$ cat src/rtl/acs_viterbi_param_if.sv
// Step request/response bundle for the Viterbi add-compare-select unit.
// The master drives the start pulse and branch metrics; the slave returns
// one registered result per trellis step.
interface acs_viterbi_param_if #(
  parameter int unsigned K   = 3,
  parameter int unsigned BMW = 2,
  parameter int unsigned PMW = 8
);
  localparam int unsigned NS = 1 << (K - 1);
  localparam int unsigned SW = K - 1;

  logic               i_start;
  logic               i_valid;
  logic [4*BMW-1:0]   i_bm;
  logic               o_valid;
  logic [NS-1:0]      o_dec;
  logic [SW-1:0]      o_best_state;
  logic [PMW-1:0]     o_norm;
  logic [15:0]        o_step;

  modport master (
    output i_start, i_valid, i_bm,
    input  o_valid, o_dec, o_best_state, o_norm, o_step
  );

  modport slave (
    input  i_start, i_valid, i_bm,
    output o_valid, o_dec, o_best_state, o_norm, o_step
  );
endinterface

$ cat src/rtl/acs_viterbi_param.sv
// Parameterised Viterbi add-compare-select stage.
// Each valid step extends every trellis state from its two predecessors,
// keeps the smaller candidate (p0 on ties), normalises all metrics by the
// step minimum and reports decisions, best state and the amount removed.
module acs_viterbi_param #(
  parameter int unsigned K   = 3,
  parameter int unsigned G0  = 7,
  parameter int unsigned G1  = 5,
  parameter int unsigned BMW = 2,
  parameter int unsigned PMW = 8
) (
  input  logic                   clk,
  input  logic                   rst,
  acs_viterbi_param_if.slave     bus
);

  localparam int unsigned NS = 1 << (K - 1);
  localparam int unsigned SW = K - 1;
  localparam logic [PMW-1:0] PMAX = '1;
  localparam logic [K-1:0]   G0M  = K'(G0);
  localparam logic [K-1:0]   G1M  = K'(G1);

  logic [PMW-1:0] pm      [NS];
  logic [PMW-1:0] pm_src  [NS];
  logic [PMW-1:0] cand0   [NS];
  logic [PMW-1:0] cand1   [NS];
  logic [PMW-1:0] sel     [NS];
  logic [PMW-1:0] pm_next [NS];
  logic [NS-1:0]  dec_next;
  logic [PMW-1:0] min_val;
  logic [SW-1:0]  best_next;
  logic [15:0]    step_base;
  logic [15:0]    step_next;

  logic           valid_q;
  logic [NS-1:0]  dec_q;
  logic [SW-1:0]  best_q;
  logic [PMW-1:0] norm_q;
  logic [15:0]    step_q;

  // Codeword index 2*c0+c1 for the transition register r = {b, s}.
  function automatic logic [1:0] code_idx(input logic [K-1:0] r);
    return {^(r & G0M), ^(r & G1M)};
  endfunction

  // Branch metric of transition r taken from the packed metric vector.
  function automatic logic [BMW-1:0] branch(input logic [4*BMW-1:0] bm,
                                            input logic [K-1:0]     r);
    logic [1:0] c;
    c = code_idx(r);
    return bm[c * BMW +: BMW];
  endfunction

  // Metric plus branch at PMW+1 bits, clamped to PMAX.
  function automatic logic [PMW-1:0] add_sat(input logic [PMW-1:0] a,
                                             input logic [BMW-1:0] b);
    logic [PMW:0] s;
    s = {1'b0, a} + {{(PMW + 1 - BMW){1'b0}}, b};
    return s[PMW] ? PMAX : s[PMW-1:0];
  endfunction

  // A start pulse substitutes the initial metrics so start+valid steps from them.
  always_comb begin
    for (int unsigned s = 0; s < NS; s++) begin
      if (bus.i_start) begin
        pm_src[s] = (s == 0) ? '0 : PMAX;
      end else begin
        pm_src[s] = pm[s];
      end
    end
  end

  // Add: both candidate metrics for every next state.
  always_comb begin
    logic [SW-1:0] nsv;
    logic [SW-1:0] p0;
    logic [SW-1:0] p1;
    nsv = '0;
    p0  = '0;
    p1  = '0;
    for (int unsigned ns = 0; ns < NS; ns++) begin
      nsv       = SW'(ns);
      p0        = {nsv[SW-2:0], 1'b0};
      p1        = {nsv[SW-2:0], 1'b1};
      cand0[ns] = add_sat(pm_src[p0], branch(bus.i_bm, {nsv[SW-1], p0}));
      cand1[ns] = add_sat(pm_src[p1], branch(bus.i_bm, {nsv[SW-1], p1}));
    end
  end

  // Compare-select: p1 only wins when strictly smaller.
  always_comb begin
    dec_next = '0;
    for (int unsigned ns = 0; ns < NS; ns++) begin
      if (cand1[ns] < cand0[ns]) begin
        sel[ns]      = cand1[ns];
        dec_next[ns] = 1'b1;
      end else begin
        sel[ns]      = cand0[ns];
      end
    end
  end

  // Minimum selected metric and the lowest state index holding it.
  always_comb begin
    min_val   = sel[0];
    best_next = '0;
    for (int unsigned i = 1; i < NS; i++) begin
      if (sel[i] < min_val) begin
        min_val   = sel[i];
        best_next = SW'(i);
      end
    end
  end

  // Normalise; saturated metrics stay pinned at PMAX.
  always_comb begin
    for (int unsigned i = 0; i < NS; i++) begin
      if (sel[i] == PMAX) begin
        pm_next[i] = PMAX;
      end else begin
        pm_next[i] = sel[i] - min_val;
      end
    end
  end

  // Step counter restarts on start and saturates at all-ones.
  always_comb begin
    step_base = bus.i_start ? '0 : step_q;
    step_next = (&step_base) ? step_base : step_base + 16'd1;
  end

  // Metric and result registers; asynchronous reset gives the start state.
  always_ff @(posedge clk or negedge rst) begin
    if (!rst) begin
      for (int unsigned i = 0; i < NS; i++) begin
        pm[i] <= (i == 0) ? '0 : PMAX;
      end
      valid_q <= 1'b0;
      dec_q   <= '0;
      best_q  <= '0;
      norm_q  <= '0;
      step_q  <= '0;
    end else if (bus.i_valid) begin
      for (int unsigned i = 0; i < NS; i++) begin
        pm[i] <= pm_next[i];
      end
      valid_q <= 1'b1;
      dec_q   <= dec_next;
      best_q  <= best_next;
      norm_q  <= min_val;
      step_q  <= step_next;
    end else if (bus.i_start) begin
      for (int unsigned i = 0; i < NS; i++) begin
        pm[i] <= (i == 0) ? '0 : PMAX;
      end
      valid_q <= 1'b0;
      dec_q   <= '0;
      best_q  <= '0;
      norm_q  <= '0;
      step_q  <= '0;
    end else begin
      valid_q <= 1'b0;
    end
  end

  assign bus.o_valid      = valid_q;
  assign bus.o_dec        = dec_q;
  assign bus.o_best_state = best_q;
  assign bus.o_norm       = norm_q;
  assign bus.o_step       = step_q;

endmodule

$ cat src/flat_wrapper.sv
// flat-port wrapper written by rule: the top's interface ports become plain ports
module acs_viterbi_param_flat 
#(
  parameter int unsigned K   = 3,
  parameter int unsigned G0  = 7,
  parameter int unsigned G1  = 5,
  parameter int unsigned BMW = 2,
  parameter int unsigned PMW = 8
)
  (clk, rst, bus_i_start, bus_i_valid, bus_i_bm, bus_o_valid, bus_o_dec, bus_o_best_state, bus_o_norm, bus_o_step);
  acs_viterbi_param_if #(.K(K), .BMW(BMW), .PMW(PMW)) bus_i ();
  input  logic clk;
  input  logic rst;
  input wire logic [$bits(bus_i.i_start)-1:0] bus_i_start;
  input wire logic [$bits(bus_i.i_valid)-1:0] bus_i_valid;
  input wire logic [$bits(bus_i.i_bm)-1:0] bus_i_bm;
  output wire logic [$bits(bus_i.o_valid)-1:0] bus_o_valid;
  output wire logic [$bits(bus_i.o_dec)-1:0] bus_o_dec;
  output wire logic [$bits(bus_i.o_best_state)-1:0] bus_o_best_state;
  output wire logic [$bits(bus_i.o_norm)-1:0] bus_o_norm;
  output wire logic [$bits(bus_i.o_step)-1:0] bus_o_step;
  assign bus_i.i_start = bus_i_start;
  assign bus_i.i_valid = bus_i_valid;
  assign bus_i.i_bm = bus_i_bm;
  assign bus_o_valid = bus_i.o_valid;
  assign bus_o_dec = bus_i.o_dec;
  assign bus_o_best_state = bus_i.o_best_state;
  assign bus_o_norm = bus_i.o_norm;
  assign bus_o_step = bus_i.o_step;
  acs_viterbi_param #(.K(K), .G0(G0), .G1(G1), .BMW(BMW), .PMW(PMW)) u_core (.clk(clk), .rst(rst), .bus(bus_i));
endmodule
$ cat config.mk
export PLATFORM = sky130hd
export DESIGN_NAME = acs_viterbi_param_flat
export DESIGN_NICKNAME = d
export VERILOG_FILES = /design/src/rtl/acs_viterbi_param_if.sv /design/src/rtl/acs_viterbi_param.sv /design/src/flat_wrapper.sv
export SDC_FILE = /design/constraint.sdc
export NUM_CORES = 1
export LEC_CHECK = 0
export ABC_AREA = 1
export CAP_MARGIN = 15
export CORE_MARGIN = 2
export CORE_UTILIZATION = 45
export CTS_CLUSTER_DIAMETER = 30
export CTS_CLUSTER_SIZE = 30
export DETAILED_ROUTE_END_ITERATION = 16
export GPL_ROUTABILITY_DRIVEN = 0
export GPL_TIMING_DRIVEN = 0
export PLACE_DENSITY_LB_ADDON = 0.25
export SLEW_MARGIN = 20
export SYNTH_ARGS = -nofsm -noshare
export SYNTH_HDL_FRONTEND = slang
export SYNTH_SLANG_ARGS = --single-unit
$ cat constraint.sdc
create_clock -name clk -period 9.5 [get_ports clk]
set_clock_uncertainty 0.15 [all_clocks]
set_input_delay 1.9 -clock clk [delete_from_list [all_inputs] [get_ports clk]]
set_output_delay 1.9 -clock clk [all_outputs]
set_load 0.01 [all_outputs]
==> results.py <==
metrics = {
    "sta": {
        "rsz0062_at_grt": "yes",
        "fin_crit_ns": 9.80,
        "slew_viol_final": 0,
        "fmax_ghz": 0.102,
        "fin_ws_ns": -0.298,
        "max_slew.worst_pin.slew_ns": 1.33,
        "worst_hold_slack_ns": 0.341,
        "fin_crit_sh": 1.03,
        "finalHoldViolCount": 0,
        "setup-tns-final_ns": -4.11,
        "setup_viol": 25,
        "relSlewSlack": 0.102,
    },
    "floorplanning": {
        "die_w_um": 135,
        "start_util": 0.464,
        "core_area_um2": 16700,
        "rows": 47,
        "die_h_um": 135,
        "ioPinCount": 43,
        "fp.dieArea_um2": 18300,
    },
    "routing": {
        "first_iter_violations": 745,
        "via_per_inst": 5.56,
        "drc": 0,
        "routed_wl_um": 27400,
        "antenna_left": 0,
        "wl_per_cell_um": 16.9,
        "dr.pass1.iters": 6,
        "vias": 8988,
    },
    "run": {
        "max_cap_violations": 0,
    },
    "logic_synthesis": {
        "yosys-top-cells-count": "nand2_1, inv_1, nor2_1",
        "yosysWarnings": 0,
        "synth.top_cell.area_share": 0.154,
        "ys_seq_area_frac": 0.207,
        "synth.net_count": 1340,
        "ys_dominant_reg_cell": "dfrtp_1",
        "synth_enable_flop_cells": 0,
        "synth-async-reset-ratio": 1.00,
        "syn_inst": 1235,
        "ys_ff_latch": 63,
        "synth_top_area_cell": "nand2_1",
        "ys_types": 45,
        "yosys-top-cells-area": "nand2_1, ha_1, dfrtp_1",
        "synthesis.area_um2": 7740,
        "syn_avg_cell_area_um2": 6.27,
        "yosysMostFrequentCell": "nand2_1",
    },
    "global_routing": {
        "grt_use_met1": 0.367,
        "overflow": 0,
        "grt_pass1_wl_um": 39300,
        "grtUsageMet2": 0.449,
        "top_usage_layer": "met2",
        "grtUsageTotal": 0.276,
        "grt_max_degree": 43,
        "gr-usage-met3": 0.0393,
        "first_global_vias": 7777,
        "antenna_found_initial": 0,
    },
    "finish": {
        "area_delta_synth_final_pct": 44.4,
        "diodes": 0,
        "nets": 1496,
        "nFillCells": 1338,
        "layout-drive-gt1-share": 0.315,
    },
    "worst_setup_path": {
        "critPathKind": "input port to flop",
        "worstPathArrival_ns": 9.93,
        "required_ns": 9.64,
        "cp-start-kind": "input port",
        "cp-end-kind": "flop",
        "crit_fanout": 7,
        "slowest_delay_ns": 0.39,
        "crit_top_cell": "nand2_1",
        "crit_slowest_cell": "fa_2",
    },
    "clocking": {
        "clkTransAtPathRegs_ns": 0.06,
        "htree_num_levels": 3,
        "numCtsBuffers": 9,
        "cts_tree": "done",
        "clk_latency_ns": 0.35,
        "clock-root-buffer": "clkbuf_16",
        "clk_path_buf_depth": 2,
        "cts_num_sinks": 63,
    },
    "outcome": {
        "outcome": "finished with violations",
        "violations": "setup timing",
    },
    "place": {
        "portBuffers": 42,
        "hpwlAfterDp_um": 18600,
    },
    "hold_path": {
        "hp-class": "flop to flop",
    },
}
[metrics by stage]
step,util,worst slack [ns],cells,cell area [µm²]
finish,0.670,-0.298,1616,11200
global route,0.670,-0.572,1616,11200
CTS,0.584,0.0144,1560,9750
detailed placement,0.525,-2.53,1498,8770
global placement,0.524,-2.43,1497,8760
floorplan,-,-0.0719,1235,8060
[logic make-up (layout without fill, tap and decap cells)]
| group | count (synthesis) | after routing | synth area share |
|---|---|---|---|
| AND/OR/NAND/NOR | 637 | 637 | 0.359 |
| buffers and inverters | 227 | 388 | 0.113 |
| AO/OA/AOI/OAI | 188 | 188 | 0.133 |
| adder cells (fa/ha/maj) | 93 | 93 | 0.156 |
| flip-flops | 63 | 63 | 0.207 |
| XOR/XNOR | 27 | 27 | 0.0305 |
[critical path, delay by kind of cell]
family	cells	cell delay, ns
and+or+nand+nor	29	2.77
buffers and inverters	19	1.96
adders and majority gates	7	1.64
AOI/OAI and AO/OA	8	1.63
[layer usage]
metal,vias up,share of wire
li1,4317,-
met1,4222,0.42
met2,348,0.46
met3,101,0.068
met4,0,0.048
met5,-,0
[state kept, by name, summed over array words and instances, names as in the netlist]
signal                   count
u_core.bus.o_dec             4
u_core.pm                   32
u_core.bus.o_step           16
u_core.bus.o_best_state      2
u_core.bus.o_norm            8
u_core.bus.o_valid           1
[cell type report]
cell class,count,area [µm²],share of cell area
Inverter,208,811,0.0725
Clock buffer,9,225,0.0201
Timing Repair Buffer,146,1360,0.121
Multi-Input combinational cell,945,6640,0.594
Tap cell,220,275,0.0246
Clock inverter,7,103,0.00917
Sequential cell,63,1610,0.144
Buffer,18,165,0.0148
[repair_timing]
action / 4_1_cts / 5_1_grt
pin swaps: 27 / 98
hold buffers: 0 / 0
endpoints found under the hold margin: 0 / 0
setup endpoints to repair: 42 / 31
buffers inserted: 47 / 51
resized for setup: 71 / 226
gates cloned: 0 / 5
[final timing paths]
path / from / endpoint / slack, ns / depth (start not counted)
max in group asynchronous: rst / u_core.pm[11]$_DFFE_PN1P_ / 7.30 / 2
setup reg to reg: u_core.pm[3]$_DFFE_PN1P_ / u_core.pm[14]$_DFFE_PN1P_ / 1.22 / 60
setup / recovery: bus_i_start / u_core.pm[14]$_DFFE_PN1P_ / -0.30 / 63
hold reg to reg: u_core.bus.o_norm[6]$_DFFE_PN0P_ / u_core.bus.o_norm[6]$_DFFE_PN0P_ / 0.34 / 2
min in group asynchronous: rst / u_core.pm[31]$_DFFE_PN0P_ / 1.30 / 1
hold / removal: u_core.bus.o_norm[6]$_DFFE_PN0P_ / u_core.bus.o_norm[6]$_DFFE_PN0P_ / 0.34 / 2
[placed cells by master (no fill, tap or decap), drive strengths merged, types with 2 or more instances in the layout]
master and count:
nand2 343, inv 210, nor2 143, buf 113, nand3 98, o21ai 97, ha 87, a21oi 56
clkdlybuf4s50 39, dfrtp 39, xor2 24, dfstp 24, clkbuf 20, nor3 18, nand4 17, or2 13
a211oi 10, o22ai 9, fa 6, a31oi 4, xnor2 3, a22o 3, nor4 2, or4 2
a21o 2, bufinv 2, a21boi 2, clkinv 2
Power is not shown: default switching activity piles up to over one toggle a cycle in this logic, so the estimate is an artifact.
==> RTL change 1: new RTL, config.mk and constraints unchanged <==
`BMW` is set to 2 in 3 places; all go to 1.
--- a/src/rtl/acs_viterbi_param_if.sv
+++ b/src/rtl/acs_viterbi_param_if.sv
@@ -4,5 +4,5 @@
 interface acs_viterbi_param_if #(
   parameter int unsigned K   = 3,
-  parameter int unsigned BMW = 2,
+  parameter int unsigned BMW = 1,
   parameter int unsigned PMW = 8
 );
--- a/src/rtl/acs_viterbi_param.sv
+++ b/src/rtl/acs_viterbi_param.sv
@@ -7,5 +7,5 @@
   parameter int unsigned G0  = 7,
   parameter int unsigned G1  = 5,
-  parameter int unsigned BMW = 2,
+  parameter int unsigned BMW = 1,
   parameter int unsigned PMW = 8
 ) (
--- a/src/flat_wrapper.sv
+++ b/src/flat_wrapper.sv
@@ -5,5 +5,5 @@
   parameter int unsigned G0  = 7,
   parameter int unsigned G1  = 5,
-  parameter int unsigned BMW = 2,
+  parameter int unsigned BMW = 1,
   parameter int unsigned PMW = 8
 )
Interface: changed (resized bus_i_bm); port bits go from 43 to 39. No check against the original RTL was run, so the function may have changed too.
==> RTL change 1 against the unedited design <==
The flow still finishes with violations (negative setup slack); sequential cell count is the same; wire length shrank 3.2%; synthesized cell count fell by 2.3%; first-iteration DRC count up 14%; die area shrank 1.8%; register-to-register slack better by 0.05 ns; final area shrank 6.5%; setup slack better by 0.040 ns; synthesized area is 1.9% lower; non-clock buffer count fell by 27; global-route usage down 0.61 points.
Power is left out: the tool's default activity adds up to more than one toggle a clock period on the data nets, which glitch-free logic cannot reach.
==> RTL change 1: results (changes against the unedited design) <==
Status
  – Status: complete, but fails checks
  – Failing checks: negative setup slack

Final layout
  – Area delta synth->final: 37.71%
  – Sequential share of cell area: 15.35% (+0.99 points)
  – NumNets Final: 1430 (-4.4%)
  – Layout cells sized above 1: 27.52% (-4.0 points)
  – Inverter count: 208 (unchanged)
  – Area of the multi-input gates: 0.006167 mm2 (-7.2%)
  – Fill count: 1364 (+1.9%)
  – Clock-cell share of area: 2.846% (-0.085 points)
  – Comb_multi_in: 917 (-3.0%)
  – Non-clk bufs: 137 (-16%)
  – Clock buffer count: 10 (+1)
  – Signal buffers share of area: 12.40% (-1.2 points)
  – Max FFs per register: 32 (unchanged)

Global route
  – Antenna violations before repair: 1 (+1)
  – Pin count of the biggest net entering global routing: 47 (+9.3%)
  – GRT Overall Usage: 26.95% (-0.61 points)
  – First-pass GRT wire length: 37600 um (-4.2%)
  – Number of global-route vias before repair: 7444 (-4.3%)

Timing
  – WHS: 0.3615 ns (+0.02060 ns)
  – Worst-Margin Slew: 1.176 ns (-0.1564 ns)
  – Worst setup margin: -0.2581 ns (+0.04008 ns)
  – Final setup vio count: 17 (-32%)

Clock network
  – Clk sinks: 63 (unchanged)
  – Number of setup buffers added after CTS: 25 (-47%)
  – Clock latency at the later pin of the worst-skew pair: 0.35 ns (about the same)
  – Post-CTS sizing: 50 (-30%)
  – CTS max path bufs: 2 (unchanged)

Logic synthesis
  – Top FF cell, synth: dfrtp_1
  – Post-synthesis mux area share: 0.1317% (+0.13 points)
  – Synth top cells by count: nand2_1 (301), inv_1 (198), nor2_1 (109)
  – Synth Area in Adders: 14.16% (-1.4 points)
  – Post-synthesis compound-gate area fraction: 13.32% (-0.025 points)
  – Post-Syn Nets: 1301 (-2.9%)
  – Largest cells by area after synthesis: nand2_1 (15%), ha_1 (14%), dfrtp_1 (13%), inv_1 (9.8%), dfstp_2 (8.3%)
  – Xor/xnor cell area share of the yosys netlist: 2.651% (-0.40 points)
  – Post-synthesis cell type count: 49 (+8.9%)
  – Fraction of registers with async set/reset: 100.0% (unchanged)
  – Register area share after synthesis: 21.14% (+0.40 points)

Floorplanning
  – Core area: 0.01652 mm2 (-1.1%)

Routing
  – Initial DRC Count: 852 (+14%)
  – Via count: 8642 (-3.8%)
  – WL/cell: 16.97 um (+0.20%)

Setup path
  – Capture point of the critical path: u_core.pm[21]
  – Slowest-stage cell, CP: nor3_1
  – Reg2Reg Launch Point: u_core.pm[11]
  – Crit path max fanout: 10 (+3)
  – Largest stage delay, worst path: 0.37 ns (-0.02 ns)
  – Worst Reg-to-Reg Cells: 53 (-12%)
  – R2R setup slack: 1.27 ns (+0.05 ns)
  – WP data arrival: 9.88 ns (-0.05 ns)

Min path
  – Hold Crit Endpoint: u_core.bus.o_norm[0]
  – Hold_sp: u_core.bus.o_norm[0]
  – Hold Path Class: reg2reg

Placement
  – Post-placement cell area: 0.008716 mm2 (-0.67%)
  – Placed wire-length estimate: 18490 um (-0.70%)
  – Port Buffers: 37 (-12%)
## RTL change 1: changes by cell type in the layout (fill, tap and decap cells not counted), moves of 7 or more
cell / unedited run / this run
buf_4: 83 / 72
buf_6: 20 / 3
nor2_1: 124 / 97
nand3_2: 27 / 19
nand3_1: 63 / 88
ha_4: 36 / 28
nand2_1: 270 / 279
nand2_2: 54 / 33
nor2_2: 15 / 23
a21oi_1: 32 / 39
## RTL change 1: per-layer routing
metal  global-route usage (%)  part of all wire (%)  vias up
met2                    42.36                    46      364
met1                    37.02                    43     4015
met4                    12.41                   4.1        2
met3                    3.250                   7.0       81
met5                        0                 0.042        -
li1                         -                     -     4180
## RTL change 1: stage by stage
step                      TNS [ns]  worst slack (ns)  cells
final                       -1.335           -0.2581   1561
after global routing        -9.177           -0.5149   1561
after detailed placement    -67.82            -2.013   1465
after global placement      -65.26            -1.978   1464
after CTS                        0           0.01389   1506
after floorplan            -0.1578          -0.06963   1207
==> RTL change 2: new RTL, same settings <==
Made on the original files. Make the reset (`rst`) synchronous in one clocked block. Comments in the files are not updated.
--- a/src/rtl/acs_viterbi_param.sv
+++ b/src/rtl/acs_viterbi_param.sv
@@ -131,5 +131,5 @@
 
   // Metric and result registers; asynchronous reset gives the start state.
-  always_ff @(posedge clk or negedge rst) begin
+  always_ff @(posedge clk) begin
     if (!rst) begin
       for (int unsigned i = 0; i < NS; i++) begin
Behaviour: differs if rst is asserted again (counterexample within 4 cycles, from zero or initial values and one cycle with rst low); with rst held inactive, the same outputs for 4 cycles.
==> RTL change 2 against the unedited design <==
Setup slack worse by 0.21 ns; synthesized cell count fell by 2.3%; critical path depth down 10; hold slack worse by 0.026 ns; synthesized area down 4.3%; the flow still finishes with violations (negative setup slack); highest routed layer unchanged; wire length is 3.5% higher; cell count shrank 2.4%; sequential cell count did not move; fmax shrank 2.1%; final area fell by 3.9%.
Power is left out: the tool's default activity adds up to more than one toggle a clock period on the data nets, which glitch-free logic cannot reach.
==> RTL change 2: results (changes against the unedited design) <==
Logic synthesis
  – Syn avg cell area: 6.146 um2 (-2.0%)
  – Post-Syn Nets: 1310 (-2.2%)
  – Largest cells by area after synthesis: nand2_1 (16%), ha_1 (15%), dfxtp_1 (13%), inv_1 (8.9%), nor2_1 (6.6%)
  – Post-synth EDFFs: 16 (+16)
  – Top FF cell, synth: dfxtp_1
  – Synth Area in Adders: 16.14% (+0.53 points)
  – Post-synthesis compound-gate area fraction: 16.19% (+2.8 points)
  – Post-synthesis cell type count: 48 (+6.7%)
  – Synth top cells by count: nand2_1 (308), inv_1 (175), nor2_1 (131)
  – Fraction of registers with async set/reset: 0% (-100 points)

Placement
  – Port Buffers: 42 (unchanged)
  – Post-placement cell area: 0.008469 mm2 (-3.5%)
  – DP Worst Slack: -2.166 ns (+0.3670 ns)
  – Placed Instances: 1464 (-2.3%)

Global route
  – Antenna violations before repair: 1 (+1)
  – Pin count of the biggest net entering global routing: 20 (-53%)
  – GRT Overall Usage: 26.96% (-0.60 points)

Routing
  – WL/cell: 17.96 um (+6.0%)
  – Initial DRC Count: 790 (+6.0%)
  – Drt pass-1 iters: 7 (+1)
  – Via count: 8974 (-0.16%)

Setup path
  – Capture point of the critical path: u_core.pm[1][3]
  – Worst Reg-to-Reg Cells: 51 (-15%)
  – Slowest-stage cell, CP: fa_2
  – Reg2Reg Launch Point: u_core.pm[1][0]
  – Largest stage delay, worst path: 0.36 ns (-0.03 ns)

Timing
  – Final setup vio count: 28 (+12%)
  – Worst setup margin: -0.5032 ns (-0.2051 ns)
  – WHS: 0.3144 ns (-0.02646 ns)
  – Setup TNS: -10.04 ns (-5.931 ns)

Final layout
  – Fill count: 1327 (-0.82%)
  – Finished Layout Cells: 1578 (-2.4%)
  – Layout cells sized above 1: 28.78% (-2.7 points)

Min path
  – Hold_sp: u_core.bus.o_norm[2]
  – Hold Crit Endpoint: u_core.bus.o_norm[2]

Status
  – Status: complete, but fails checks
  – Failing checks: negative setup slack
RTL change 2: final cells by class:
cell class	instances	area, um2	share of cell area [%]
buffer	13	130.1	1.211
clock buffer	10	250.2	2.329
clock inverter	6	72.57	0.6753
inverter	184	733.2	6.823
multi-input combinational	943	6576	61.19
sequential	63	1421	13.23
tap	216	270.3	2.515
timing repair buffer	142	1286	11.97
timing repair inverter	1	6.256	0.05821
RTL change 2: metal layers:
metal	GRT usage [%]	up-vias	share of wire (%)
li1	-	4263	-
met1	35.69	4036	39
met2	42.83	497	45
met3	3.691	178	9.0
met4	13.92	0	7.5
met5	0	-	0
RTL change 2: worst max-delay path: cells and delay by family:
kind            cells  cell delay, ns
simple gates       23            2.69
xor+xnor            1            0.17
fa+ha+maj           7            1.90
compound gates      9            1.61
buf+inv            13            1.60
RTL change 2: what timing repair did:
action,in CTS,in global routing
hold buffers,0,0
setup buffers,46,51
gates cloned,3,2
pin swaps,40,104
hold endpoints to repair,0,0
resized for setup,74,215
endpoints found under the setup margin,42,29
